<file path="config.mk">
export PLATFORM = sky130hd
export DESIGN_NAME = ps2_host_tx_flat
export DESIGN_NICKNAME = d
export VERILOG_FILES = /design/src/rtl/ps2_host_tx_if.sv /design/src/rtl/ps2_host_tx.sv /design/src/flat_wrapper.sv
export SDC_FILE = /design/constraint.sdc
export NUM_CORES = 1
export LEC_CHECK = 0
export CAP_MARGIN = 20
export CORE_ASPECT_RATIO = 0.8
export CORE_UTILIZATION = 45
export CTS_CLUSTER_SIZE = 8
export DETAILED_ROUTE_END_ITERATION = 8
export HOLD_SLACK_MARGIN = 0.12
export PLACE_DENSITY = 0.78
export RECOVER_POWER = 25
export SYNTH_ARGS = -nofsm -noshare
export SYNTH_HDL_FRONTEND = slang
export SYNTH_SLANG_ARGS = --single-unit
export TNS_END_PERCENT = 100
</file>
<file path="constraint.sdc">
create_clock -name clk_scan -period 2.31 [get_ports clk_scan]
set_input_delay 0.231 -clock clk_scan [delete_from_list [all_inputs] [get_ports clk_scan]]
set_output_delay 0.231 -clock clk_scan [all_outputs]
set_load 0.02 [all_outputs]
</file>
<file path="src/rtl/ps2_host_tx_if.sv">
// CPU-side bus of the PS/2 host transmitter.
//   STB  : bus select            WE   : write enable (valid with STB)
//   din  : write data, [7:0] = command byte to send
//   ACK  : acknowledge (follows STB)
//   dout : status {28'b0, timeout, error, done, busy}
//   INT  : done | error | timeout
interface ps2_host_tx_if;
  logic        STB;
  logic        WE;
  logic [31:0] din;
  logic        ACK;
  logic [31:0] dout;
  logic        INT;

  modport master (output STB, WE, din, input ACK, dout, INT);
  modport slave  (input STB, WE, din, output ACK, dout, INT);
endinterface

</file>
<file path="src/rtl/ps2_host_tx.sv">
// PS/2 host-to-device transmitter. Sends one command byte to the keyboard over
// the open-drain PS2C/PS2D pair: inhibit, request-to-send, shift data/parity/stop
// on device clock falls, then check the device ACK.
//   clk_scan : sole clock          reset   : synchronous, active-high
//   bus      : CPU slave port (STB/WE/din/ACK/dout/INT)
//   busy     : transmission in progress (receiver discards bytes while high)
//   ps2c_i   : PS2C pad input      ps2d_i  : PS2D pad input (both asynchronous)
//   ps2c_oe  : 1 = pull PS2C low   ps2d_oe : 1 = pull PS2D low
module ps2_host_tx #(
  parameter int unsigned INHIBIT_CYCLES = 5000,
  parameter int unsigned TIMEOUT_CYCLES = 750000,
  parameter int unsigned FILTER_LEN     = 8
) (
  input  logic          clk_scan,
  input  logic          reset,
  ps2_host_tx_if.slave  bus,
  output logic          busy,
  input  logic          ps2c_i,
  input  logic          ps2d_i,
  output logic          ps2c_oe,
  output logic          ps2d_oe
);

  localparam int unsigned CNT_MAX = (INHIBIT_CYCLES > TIMEOUT_CYCLES) ? INHIBIT_CYCLES
                                                                      : TIMEOUT_CYCLES;
  localparam int unsigned CNT_W   = $clog2(CNT_MAX + 1);
  localparam int unsigned FILT_W  = (FILTER_LEN > 1) ? $clog2(FILTER_LEN) : 1;
  localparam int unsigned INH_PRE_I = (INHIBIT_CYCLES >= 2) ? INHIBIT_CYCLES - 2 : 0;

  localparam logic [CNT_W-1:0]  INH_LAST  = CNT_W'(INHIBIT_CYCLES - 1);
  localparam logic [CNT_W-1:0]  INH_PRE   = CNT_W'(INH_PRE_I);
  localparam logic [CNT_W-1:0]  TO_LAST   = CNT_W'(TIMEOUT_CYCLES - 1);
  localparam logic [FILT_W-1:0] FILT_LAST = FILT_W'(FILTER_LEN - 1);

  localparam logic [2:0] S_IDLE     = 3'd0;
  localparam logic [2:0] S_INHIBIT  = 3'd1;
  localparam logic [2:0] S_REQ      = 3'd2;
  localparam logic [2:0] S_XFER     = 3'd3;
  localparam logic [2:0] S_WAIT_ACK = 3'd4;
  localparam logic [2:0] S_RELEASE  = 3'd5;

  // Pad synchronisers and PS2C glitch filter
  logic              c_meta_q, c_sync_q, d_meta_q, d_sync_q;
  logic              filt_q, filt_prev_q;
  logic [FILT_W-1:0] fcnt_q;
  logic              fall_c;

  always_ff @(posedge clk_scan) begin
    if (reset) begin
      c_meta_q    <= 1'b1;
      c_sync_q    <= 1'b1;
      d_meta_q    <= 1'b1;
      d_sync_q    <= 1'b1;
      filt_q      <= 1'b1;
      filt_prev_q <= 1'b1;
      fcnt_q      <= '0;
    end else begin
      c_meta_q    <= ps2c_i;
      c_sync_q    <= c_meta_q;
      d_meta_q    <= ps2d_i;
      d_sync_q    <= d_meta_q;
      filt_prev_q <= filt_q;
      // Filtered clock flips only after FILTER_LEN consecutive differing samples
      if (c_sync_q == filt_q) begin
        fcnt_q <= '0;
      end else if (fcnt_q == FILT_LAST) begin
        filt_q <= c_sync_q;
        fcnt_q <= '0;
      end else begin
        fcnt_q <= fcnt_q + FILT_W'(1);
      end
    end
  end

  assign fall_c = filt_prev_q & ~filt_q;

  // Transmit FSM and status
  logic [2:0]       state_q, state_d;
  logic [CNT_W-1:0] cnt_q, cnt_d;
  logic [3:0]       bitcnt_q, bitcnt_d;
  logic [9:0]       frame_q, frame_d;
  logic             c_oe_q, c_oe_d, d_oe_q, d_oe_d;
  logic             busy_q, busy_d, done_q, done_d;
  logic             error_q, error_d, timeout_q, timeout_d;
  logic             in_xfer_c;

  assign in_xfer_c = (state_q == S_REQ) || (state_q == S_XFER) || (state_q == S_WAIT_ACK);

  always_comb begin
    state_d   = state_q;
    cnt_d     = cnt_q;
    bitcnt_d  = bitcnt_q;
    frame_d   = frame_q;
    c_oe_d    = c_oe_q;
    d_oe_d    = d_oe_q;
    busy_d    = busy_q;
    done_d    = done_q;
    error_d   = error_q;
    timeout_d = timeout_q;

    case (state_q)
      S_IDLE: begin
        if (bus.STB && bus.WE) begin
          // Frame shifted out LSB first: data[7:0], odd parity, stop
          frame_d   = {1'b1, ~^bus.din[7:0], bus.din[7:0]};
          state_d   = S_INHIBIT;
          cnt_d     = '0;
          bitcnt_d  = '0;
          c_oe_d    = 1'b1;
          d_oe_d    = 1'b0;
          busy_d    = 1'b1;
          done_d    = 1'b0;
          error_d   = 1'b0;
          timeout_d = 1'b0;
        end
      end
      S_INHIBIT: begin
        cnt_d = cnt_q + CNT_W'(1);
        // Data goes low one cycle before the clock is released
        if (cnt_q == INH_PRE) d_oe_d = 1'b1;
        if (cnt_q == INH_LAST) begin
          state_d = S_REQ;
          c_oe_d  = 1'b0;
          d_oe_d  = 1'b1;
          cnt_d   = '0;
        end
      end
      S_REQ, S_XFER: begin
        cnt_d = cnt_q + CNT_W'(1);
        if (fall_c) begin
          cnt_d    = '0;
          d_oe_d   = ~frame_q[0];
          frame_d  = {1'b1, frame_q[9:1]};
          bitcnt_d = bitcnt_q + 4'd1;
          state_d  = (bitcnt_q == 4'd9) ? S_WAIT_ACK : S_XFER;
        end
      end
      S_WAIT_ACK: begin
        cnt_d = cnt_q + CNT_W'(1);
        if (fall_c) begin
          cnt_d   = '0;
          done_d  = ~d_sync_q;
          error_d = d_sync_q;
          c_oe_d  = 1'b0;
          d_oe_d  = 1'b0;
          state_d = S_RELEASE;
        end
      end
      S_RELEASE: begin
        c_oe_d = 1'b0;
        d_oe_d = 1'b0;
        if (filt_q && d_sync_q) begin
          busy_d  = 1'b0;
          state_d = S_IDLE;
        end
      end
      default: begin
        state_d = S_IDLE;
        c_oe_d  = 1'b0;
        d_oe_d  = 1'b0;
        busy_d  = 1'b0;
      end
    endcase

    // Device went silent: abort without waiting for the bus to go idle.
    // A fall arriving in the same cycle still counts as in time.
    if (in_xfer_c && !fall_c && (cnt_q == TO_LAST)) begin
      state_d   = S_IDLE;
      c_oe_d    = 1'b0;
      d_oe_d    = 1'b0;
      busy_d    = 1'b0;
      timeout_d = 1'b1;
    end
  end

  always_ff @(posedge clk_scan) begin
    if (reset) begin
      state_q   <= S_IDLE;
      cnt_q     <= '0;
      bitcnt_q  <= '0;
      frame_q   <= '0;
      c_oe_q    <= 1'b0;
      d_oe_q    <= 1'b0;
      busy_q    <= 1'b0;
      done_q    <= 1'b0;
      error_q   <= 1'b0;
      timeout_q <= 1'b0;
    end else begin
      state_q   <= state_d;
      cnt_q     <= cnt_d;
      bitcnt_q  <= bitcnt_d;
      frame_q   <= frame_d;
      c_oe_q    <= c_oe_d;
      d_oe_q    <= d_oe_d;
      busy_q    <= busy_d;
      done_q    <= done_d;
      error_q   <= error_d;
      timeout_q <= timeout_d;
    end
  end

  logic unused_din;
  assign unused_din = ^bus.din[31:8];

  assign bus.ACK  = bus.STB;
  assign bus.dout = {28'b0, timeout_q, error_q, done_q, busy_q};
  assign bus.INT  = done_q | error_q | timeout_q;
  assign busy     = busy_q;
  assign ps2c_oe  = c_oe_q;
  assign ps2d_oe  = d_oe_q;

endmodule
</file>
<file path="src/flat_wrapper.sv">
// flat-port wrapper written by rule: the top's interface ports become plain ports
module ps2_host_tx_flat 
#(
  parameter int unsigned INHIBIT_CYCLES = 5000,
  parameter int unsigned TIMEOUT_CYCLES = 750000,
  parameter int unsigned FILTER_LEN     = 8
)
  (clk_scan, reset, busy, ps2c_i, ps2d_i, ps2c_oe, ps2d_oe, bus_STB, bus_WE, bus_din, bus_ACK, bus_dout, bus_INT);
  ps2_host_tx_if bus_i ();
  input  logic clk_scan;
  input  logic reset;
  output logic busy;
  input  logic ps2c_i;
  input  logic ps2d_i;
  output logic ps2c_oe;
  output logic ps2d_oe;
  input wire logic [$bits(bus_i.STB)-1:0] bus_STB;
  input wire logic [$bits(bus_i.WE)-1:0] bus_WE;
  input wire logic [$bits(bus_i.din)-1:0] bus_din;
  output wire logic [$bits(bus_i.ACK)-1:0] bus_ACK;
  output wire logic [$bits(bus_i.dout)-1:0] bus_dout;
  output wire logic [$bits(bus_i.INT)-1:0] bus_INT;
  assign bus_i.STB = bus_STB;
  assign bus_i.WE = bus_WE;
  assign bus_i.din = bus_din;
  assign bus_ACK = bus_i.ACK;
  assign bus_dout = bus_i.dout;
  assign bus_INT = bus_i.INT;
  ps2_host_tx #(.INHIBIT_CYCLES(INHIBIT_CYCLES), .TIMEOUT_CYCLES(TIMEOUT_CYCLES), .FILTER_LEN(FILTER_LEN)) u_core (.clk_scan(clk_scan), .reset(reset), .bus(bus_i), .busy(busy), .ps2c_i(ps2c_i), .ps2d_i(ps2d_i), .ps2c_oe(ps2c_oe), .ps2d_oe(ps2d_oe));
endmodule
</file>
==> results.md, run 1 <==
Critical path:
- The worst setup path is of the flip-flop to flip-flop kind.
- The family with the most delay on the worst path is simple AND/OR/NAND/NOR gates.
- In this design, the stage delay of the slowest critical-path cell is 530 ps.
- Counting both buffers and inverters, the worst setup path holds a total of 1.
- The cell with the largest stage delay on the worst path is sky130_fd_sc_hd__or4b_4.
- The required arrival time at the worst endpoint is 2520 ps.
- Walking the worst path, the cells encountered are or4b_4 -> or4_4 -> nor4b_4 -> buf_4 -> o21ai_4 -> a2111oi_4.
- Data arrives at the worst endpoint at 2560 ps.
- The startpoint class of the critical path is a flip-flop.
- The type of element capturing the critical path is a flip-flop.
- In this run the worst path has a maximum fanout of 6.

Floorplanning:
- The site row count is 26.
- The die covers 6970 um2.
- The floorplan step defined a core boundary enclosing 6410 um2.
- The starting utilization of the core area is 46.6%.
- 75 I/O pins were placed.
- The die extent in x is 93.1 um.
- From bottom edge to top edge, the die measures 74.9 um.

STA:
- The max-slew violation total from the final report is 0.
- The worst slack on hold paths is 413 ps.
- Setup repair after global routing could not meet its margin everywhere.
- The highest clock frequency the design can meet is 0.426 GHz.
- The relative max-transition margin is 13.2%.
- Setup violations remaining at the end of the flow were counted as 3.
- Setup slack on the critical path of the routed design comes to -35.7 ps.
- For the finished layout, the period the worst path requires is 2350 ps.
- Setup total negative slack on the finished layout was measured at -75.2 ps.
- The transition time at the pin with the least slew margin is 1300 ps.
- The share of the cycle needed by the critical path after routing is 102%.
- The count of endpoints failing hold in the final timing report came to 0.
- The clock skew is 7.96 ps.

Placed design:
- The instance count after placement with tap cells included is 465.
- The congestion estimate from routability-driven global placement came to 0.877.
- During placement, the flow inserted port buffers numbering 22.
- The final HPWL from detailed placement is 4.76 mm.
- The placed instances occupy a cell area of 3320 um2.
- Timing analysis after detailed placement gives a worst setup slack of 11.0 ps.

GRT:
- The number of global-route vias before repair was 2244.
- The number of antenna violations at the first check in global routing was 0.
- The global-route usage over all layers is 19.9%.
- The wire length of the first global-routing pass is 10.8 mm.
- After global routing the overflow that remains totals 0.
- Entering global routing, the biggest net connects 31 pins.

Yosys:
- The most area-hungry cell type in the Yosys netlist is sky130_fd_sc_hd__dfxtp_1.
- The fraction of synthesis flops using an asynchronous set or reset pin is 0%.
- Counting flops with a built-in enable in the synthesized netlist gives 0.
- sky130_fd_sc_hd__dfxtp_1 is the most common cell in the netlist.
- The commonest cells after synthesis are 52 x sky130_fd_sc_hd__dfxtp_1, 33 x sky130_fd_sc_hd__buf_4, 33 x sky130_fd_sc_hd__nand2_1, 28 x sky130_fd_sc_hd__nor2_1, 14 x sky130_fd_sc_hd__nor3_1.
- The synthesized design contains 52 register bits.
- The number of warning messages in the yosys log is 0.
- The portion of synthesized cell area occupied by the leading cell type is 34.9%.
- After technology mapping, the gate count stands at 352.
- The synthesized area divided by synthesized cell count is 8.48 um2.
- Sorting the synthesized cells by area gives the leading types as sky130_fd_sc_hd__dfxtp_1 35%, sky130_fd_sc_hd__buf_4 8.3%, sky130_fd_sc_hd__nand2_1 4.1%, sky130_fd_sc_hd__nor2_1 3.5%, sky130_fd_sc_hd__a311oi_1 2.6%.
- Summing every instance area after synthesis gives 2990 um2.
- The number of distinct library cells after synthesis is 61.
- The share of synthesized area occupied by flip-flops and latches is 34.9%.
- For this run, the leading register cell type out of synthesis is sky130_fd_sc_hd__dfxtp_1.

Clocking:
- TritonCTS built the clock tree.
- The clock latency at the later pin of the worst-skew pair is 310 ps.
- After clock tree synthesis, the clock-pin slew on the worst setup and hold paths is 90 ps.
- The H-tree generated during clock tree synthesis spans 2 levels.
- The clock passes through at most 2 buffers.
- Counting every sink on the clock net gives 52.
- The number of clock buffers added by TritonCTS is 5.
- The cell at the root of the clock tree is sky130_fd_sc_hd__clkbuf_8.

Final layout:
- 0 antenna diodes ended up in the layout.
- From synthesis to final layout, the design area changed by 16.8%.
- The final layout net count is 434.
- Once layout is done, the placed cells without fillers occupy 3490 um2.
- In the final layout, the share of cells above drive strength 1 is 16.7%.
- Cells fill 54.4% of the core in the end.
- After the flow finishes, the layout carries non-filler instances totaling 474.

Drt:
- The routed design has 6.69 mm of wire.
- For this block, the initial DRC count from the detailed router was 225.
- The detailed-route wire length per cell is 14.1 um.
- The number of detailed-routing iterations run before antenna repair is 4.
- The detailed-route vias per instance is 5.53.
- The detail route stage leaves a number of antenna-violating nets equal to 0.
- For this run, design rule violations remaining after detail routing come to 0.
- The total vias in the final route is 2622.

Run status:
- The run finished, with violations left.
- The final reports fail on negative setup slack.

Run:
- Max-cap violations in this run came to 0.

Worst hold path:
- The class of the tightest hold or removal check is flip-flop to flip-flop.

Pwr:
- The power density of the placed cells is 722 nW/um2.
- The static leakage is 1.31 nW.
- The worst-case IR drop observed on VDD is 0.326 mV.
- The total power consumption of the routed design is 2.52 mW.
==> power by group <==
part	total (mW)	leakage, nW	switching (mW)	internal [mW]
registers	1.06	0.424	0.0786	0.985
logic	0.958	0.841	0.573	0.385
clock network	0.498	0.0410	0.291	0.207
==> metal layers <==
layer  share of wire (%)  track usage [%]
met1                  49             29.6
met2                  42             28.3
met3                 7.5             5.05
met4                 1.3             5.81
met5                   0                0
==> registers in the layout (all words and copies together) (netlist names), 3 cells and up <==
name             count
u_core.fcnt_q        3
u_core.bitcnt_q      4
u_core.state_q       3
u_core.cnt_q        20
u_core.frame_q      10
==> cell families after synthesis <==
| logic type | count (synthesis) | synth area share, % |
|---|---|---|
| xor+xnor | 15 | 4.40 |
| simple gates | 148 | 27.1 |
| compound gates | 72 | 18.3 |
| mux | 2 | 0.712 |
| flops | 52 | 34.9 |
| buf+inv | 56 | 12.0 |
| fa+ha+maj | 6 | 2.51 |
| other cells | 1 | 0.126 |
==> layout make-up <==
type | count | area, um2
fill | 584 | 2920
multi-input combinational | 271 | 1750
sequential | 52 | 1040
timing repair buffer | 53 | 482
tap | 84 | 105
clock buffer | 6 | 72.6
inverter | 7 | 26.3
clock inverter | 1 | 5.00
==> cell usage in the layout (no fill, tap or decap), drive strengths merged, types with 4 or more instances in the layout <==
cell type,synthesis,final
and2,4,4
nand2b,4,4
xor2,6,6
a211oi,6,6
conb,1,28
and3,6,6
nor2,28,28
xnor2,9,9
nor4b,6,6
a21o,6,6
or3,4,4
o21a,4,4
ha,6,6
buf,37,30
a21oi,13,13
nor3,14,14
clkbuf,12,7
o31ai,7,7
clkdlybuf4s50,0,21
or2,8,8
nor4,6,6
nand4,5,5
nand2,34,34
o21ai,9,9
nand3,11,11
inv,7,7
dfxtp,52,52
a311oi,9,9
==> final timing paths <==
check / startpoint / end / slack, ps / depth (start not counted)
max: u_core.cnt_q[15] / u_core.state_q[1] / -40 / 6
min: u_core.c_meta_q / u_core.c_sync_q / 410 / 1
max reg2reg: u_core.cnt_q[15] / u_core.state_q[1] / -40 / 6
min reg2reg: u_core.c_meta_q / u_core.c_sync_q / 410 / 1
==> what timing repair did <==
item                       in CTS  in global routing
resized for setup               0                 16
hold buffers                    0                  0
setup endpoints to repair       2                 15
pin swaps                       0                  3
setup buffers                   0                  2
Note: power is estimated with default switching activity, not from simulation.
==> run 2, diff against run 1 <==
- CORE_UTILIZATION: 45 -> 49
- PLACE_DENSITY: 0.78 -> 0.81
- clock period: 2.31 -> 2.2 ns (I/O delays scaled with it)
==> run 2 against run 1 <==
  * The flow still finishes with violations (negative setup slack)
  * Global-route usage grew 2.8 points
  * Largest power group is now combinational cells
  * Routed wire length grew 5.8%
  * First-iteration DRC count rose by 6.2%
  * Sequential cell count unchanged
==> results.md, run 2 (synthesis gave the netlist of run 1 again) <==
STA:
- The relative max-transition margin is 24.4% (+11 points).
- The number of setup violations in the final report was 19 (+16).
- The clock skew is 7.05 ps (-0.916 ps).
- The highest clock frequency the design can meet is 0.435 GHz (+1.9%).
- The count of endpoints failing hold in the final timing report came to 0 (unchanged).
- The worst-case setup margin in the final layout came to -101 ps (-65.3 ps).
- Setup repair after global routing could not meet its margin everywhere.
- The aggregate negative setup slack came to -1150 ps (-1070 ps).
- The minimum period implied by the final worst setup slack was 2300 ps (-44.7 ps).
- The max-slew violation total from the final report is 0 (unchanged).
- The worst slack on hold paths was 418 ps (+5.27 ps).
- The share of the cycle needed by the critical path after routing is 105% (+3.0 points).
- The transition time at the pin with the least slew margin is 1130 ps (-169 ps).

Worst hold path:
- The worst min-delay path startpoint is u_core.c_meta_q.
- The worst hold path belongs to the class flip-flop to flip-flop.
- The cell count of the worst hold path was 1 (unchanged).
- The path with the worst hold slack has its endpoint at u_core.c_sync_q.

Placed design:
- The placer's final routability congestion estimate is 0.918 (+4.7%).
- The post-detailed-placement cell area is 3360 um2 (+1.2%).
- The number of input and output port buffers inserted is 22 (unchanged).
- The instance count after placement with tap cells included is 466 (+0.22%).
- The final HPWL from detailed placement is 4.98 mm (+4.6%).

GRT:
- The number of antenna violations at the first check in global routing was 0 (unchanged).
- The wire length of the first global-routing pass was 11.3 mm (+4.3%).
- The total congestion overflow came to 0 (unchanged).
- The met1 track demand over resource in global routing is 30.5% (+0.93 points).
- met2 is the most crowded layer.
- The number of global-route vias before repair is 2418 (+7.8%).
- The global-route usage over all layers was 22.8% (+2.8 points).
- The met3 usage in global routing was 4.38% (-0.67 points).
- The largest net degree at the start of global routing is 28 (-9.7%).
- The fraction of met2 tracks used by global routing is 36.9% (+8.6 points).

Final layout:
- The storage element area is 1040 um2 (-0.12%).
- The final design instance area without fill came to 3610 um2 (+3.4%).
- In the final layout, the registers with the most flip-flops are u_core.cnt_q: 20 flops, u_core.frame_q: 10 flops, u_core.bitcnt_q: 4 flops.
- The final layout net count is 438 (+0.92%).
- The number of flip-flops in the largest register is 20 (unchanged).
- The diode insertion count for antenna repair came to 0 (unchanged).
- The proportion of layout cells with a drive suffix above 1 is 19.0% (+2.3 points).
- The number of filler instances in the final layout came to 494 (-15%).
- The area overhead of the layout relative to synthesis is 20.8%.
- The post-route non-filler standard cell count is 476 (+0.42%).
- The register with the most flip-flops in the final layout is u_core.cnt_q.
- The area taken by multi-input logic gates is 1780 um2 (+1.4%).
- In the layout the commonest cells are 51 x sky130_fd_sc_hd__dfxtp_1, 33 x sky130_fd_sc_hd__nand2_1, 28 x sky130_fd_sc_hd__conb_1.
- The library cell used most frequently in the layout, excluding fill and tap cells, is sky130_fd_sc_hd__dfxtp_1.

Critical path:
- The flop-to-flop setup slack is -100 ps (-70 ps).
- The critical register-to-register path endpoint is u_core.cnt_q[18].
- The largest stage delay on the critical path came to 530 ps (about the same).
- The required arrival time at the worst endpoint is 2400 ps (-120 ps).
- On the critical path, the stage with the largest delay is an instance of sky130_fd_sc_hd__or4b_4.
- STA classifies the critical path endpoint as a flip-flop.
- Walking the worst path, the cells encountered are or4b_4 -> or4_4 -> nor4b_4 -> buf_6 -> buf_12 -> o31ai_2 -> a21o_1.
- The source of the worst register-to-register timing path is u_core.cnt_q[15].
- The number of buffers and inverters on the critical path was 2 (+1).
- The arrival time of data at the critical path endpoint is 2500 ps (-60 ps).
- The worst setup path is launched from a flip-flop.
- In this design, the largest share of critical-path delay is due to simple AND/OR/NAND/NOR gates.
- The critical-path maximum fanout is 7 (+1).
- The class of the most critical setup path is flip-flop to flip-flop.
- The path depth of the worst reg2reg path is 7 (+1).

Floorplanning:
- The count of pins on the block boundary was 75 (unchanged).
- The vertical extent of the die is 71.8 um (-4.1%).
- The core box area is 5880 um2 (-8.2%).
- The site row count is 25 (-3.8%).
- The die extent in x came to 89.3 um (-4.1%).
- The floorplan die area is 6410 um2 (-8.0%).
- The starting utilization of the core area came to 50.8% (+4.2 points).

Run status:
- The run finished, with violations left.
- The checks that failed: negative setup slack.

Clocking:
- The total of hold buffers inserted after clock tree synthesis is 0 (unchanged).
- The clock-pin slew on the worst setup and hold paths is 100 ps (about the same).
- The maximum number of buffers from clock root to sink came to 2 (unchanged).
- The cell sitting at the root of the clock tree is a sky130_fd_sc_hd__clkbuf_8.
- The number of buffers added by the clock tree synthesis step is 5 (unchanged).
- The CTS tree is yes.
- The number of levels the H-tree was split into was 2 (unchanged).
- The total number of clock tree sinks is 52 (unchanged).
- The clock latency at the later pin of the worst-skew pair was 310 ps (about the same).

Pwr:
- The worst IR drop on VDD is 0.528 mV (+62%).
- The total power consumption of the routed design is 2.87 mW (+14%).
- The power density of the placed cells is 797 nW/um2 (+10%).
- The static leakage is 1.36 nW (+4.0%).

Drt:
- The detailed-route wire length per cell is 14.9 um (+5.4%).
- The total vias in the final route is 2651 (+1.1%).
- The detailed-route vias per instance is 5.57 (+0.68%).
- The initial detailed-routing violation count is 239 (+6.2%).
- The number of detailed-routing iterations run before antenna repair is 5 (+1).
- The number of routed nets with antenna violations is 0 (unchanged).
- The post-route DRC violation count is 0 (unchanged).
- The routed wire length is 7.08 mm (+5.8%).

Run:
- The max-capacitance violation count was 0 (unchanged).
-- run 2: area by class of cell --
| cell class | count | share of cell area [%] |
|---|---|---|
| clock inverters | 2 | 1.08 |
| clock buffers | 6 | 2.01 |
| inverters | 7 | 0.729 |
| repair buffers | 57 | 15.1 |
| multi-input cells | 271 | 49.3 |
| flip-flops and latches | 52 | 28.9 |
| well taps | 81 | 2.81 |
-- run 2: worst register-to-register path, cell delays in order, from the launching register on --
cell,delay (ps)
sky130_fd_sc_hd__dfxtp_2,340
sky130_fd_sc_hd__or4b_4,530
sky130_fd_sc_hd__or4_4,450
sky130_fd_sc_hd__nor4b_4,270
sky130_fd_sc_hd__buf_6,210
sky130_fd_sc_hd__buf_12,140
sky130_fd_sc_hd__o31ai_2,60
sky130_fd_sc_hd__a21o_1,190
-- run 2: per-layer routing --
metal | share of wire [%] | vias to the layer above
li1 | - | 1299
met1 | 43 | 1234
met2 | 48 | 106
met3 | 7.1 | 12
met4 | 1.4 | 0
met5 | 0 | -
-- run 2: where the power goes --
| group | leakage (nW) | switching [mW] | internal (mW) |
|---|---|---|---|
| Sequential | 0.423 | 0.0585 | 1.03 |
| Combinational | 0.878 | 0.662 | 0.457 |
| Clock | 0.0558 | 0.320 | 0.344 |
-- run 2: how the worst max path moves through the flow --
stage,endpoint,slack (ps),depth (start not counted),start
after floorplan,u_core.cnt_q[5],-10,7,u_core.cnt_q[15]
after global placement,u_core.cnt_q[8],-30,6,u_core.cnt_q[15]
after detailed placement,u_core.cnt_q[8],-80,6,u_core.cnt_q[15]
after CTS,u_core.state_q[1],-90,6,u_core.cnt_q[15]
after global routing,u_core.state_q[1],-170,6,u_core.cnt_q[15]
final,u_core.cnt_q[18],-100,7,u_core.cnt_q[15]
-- run 2: through the flow --
step                utilization (%)  worst slack [ps]
finish                         61.3              -101
global route                   61.3              -169
CTS                            59.6             -87.4
detailed placement             57.2             -82.0
global placement               57.2             -34.0
floorplan                         -             -10.5
-- run 2: what timing repair did --
item | in CTS | in global routing
buffers inserted | 1 | 0
gates resized for setup | 6 | 16
setup endpoints to repair | 16 | 24
gates cloned | 0 | 1
pin swaps | 1 | 9
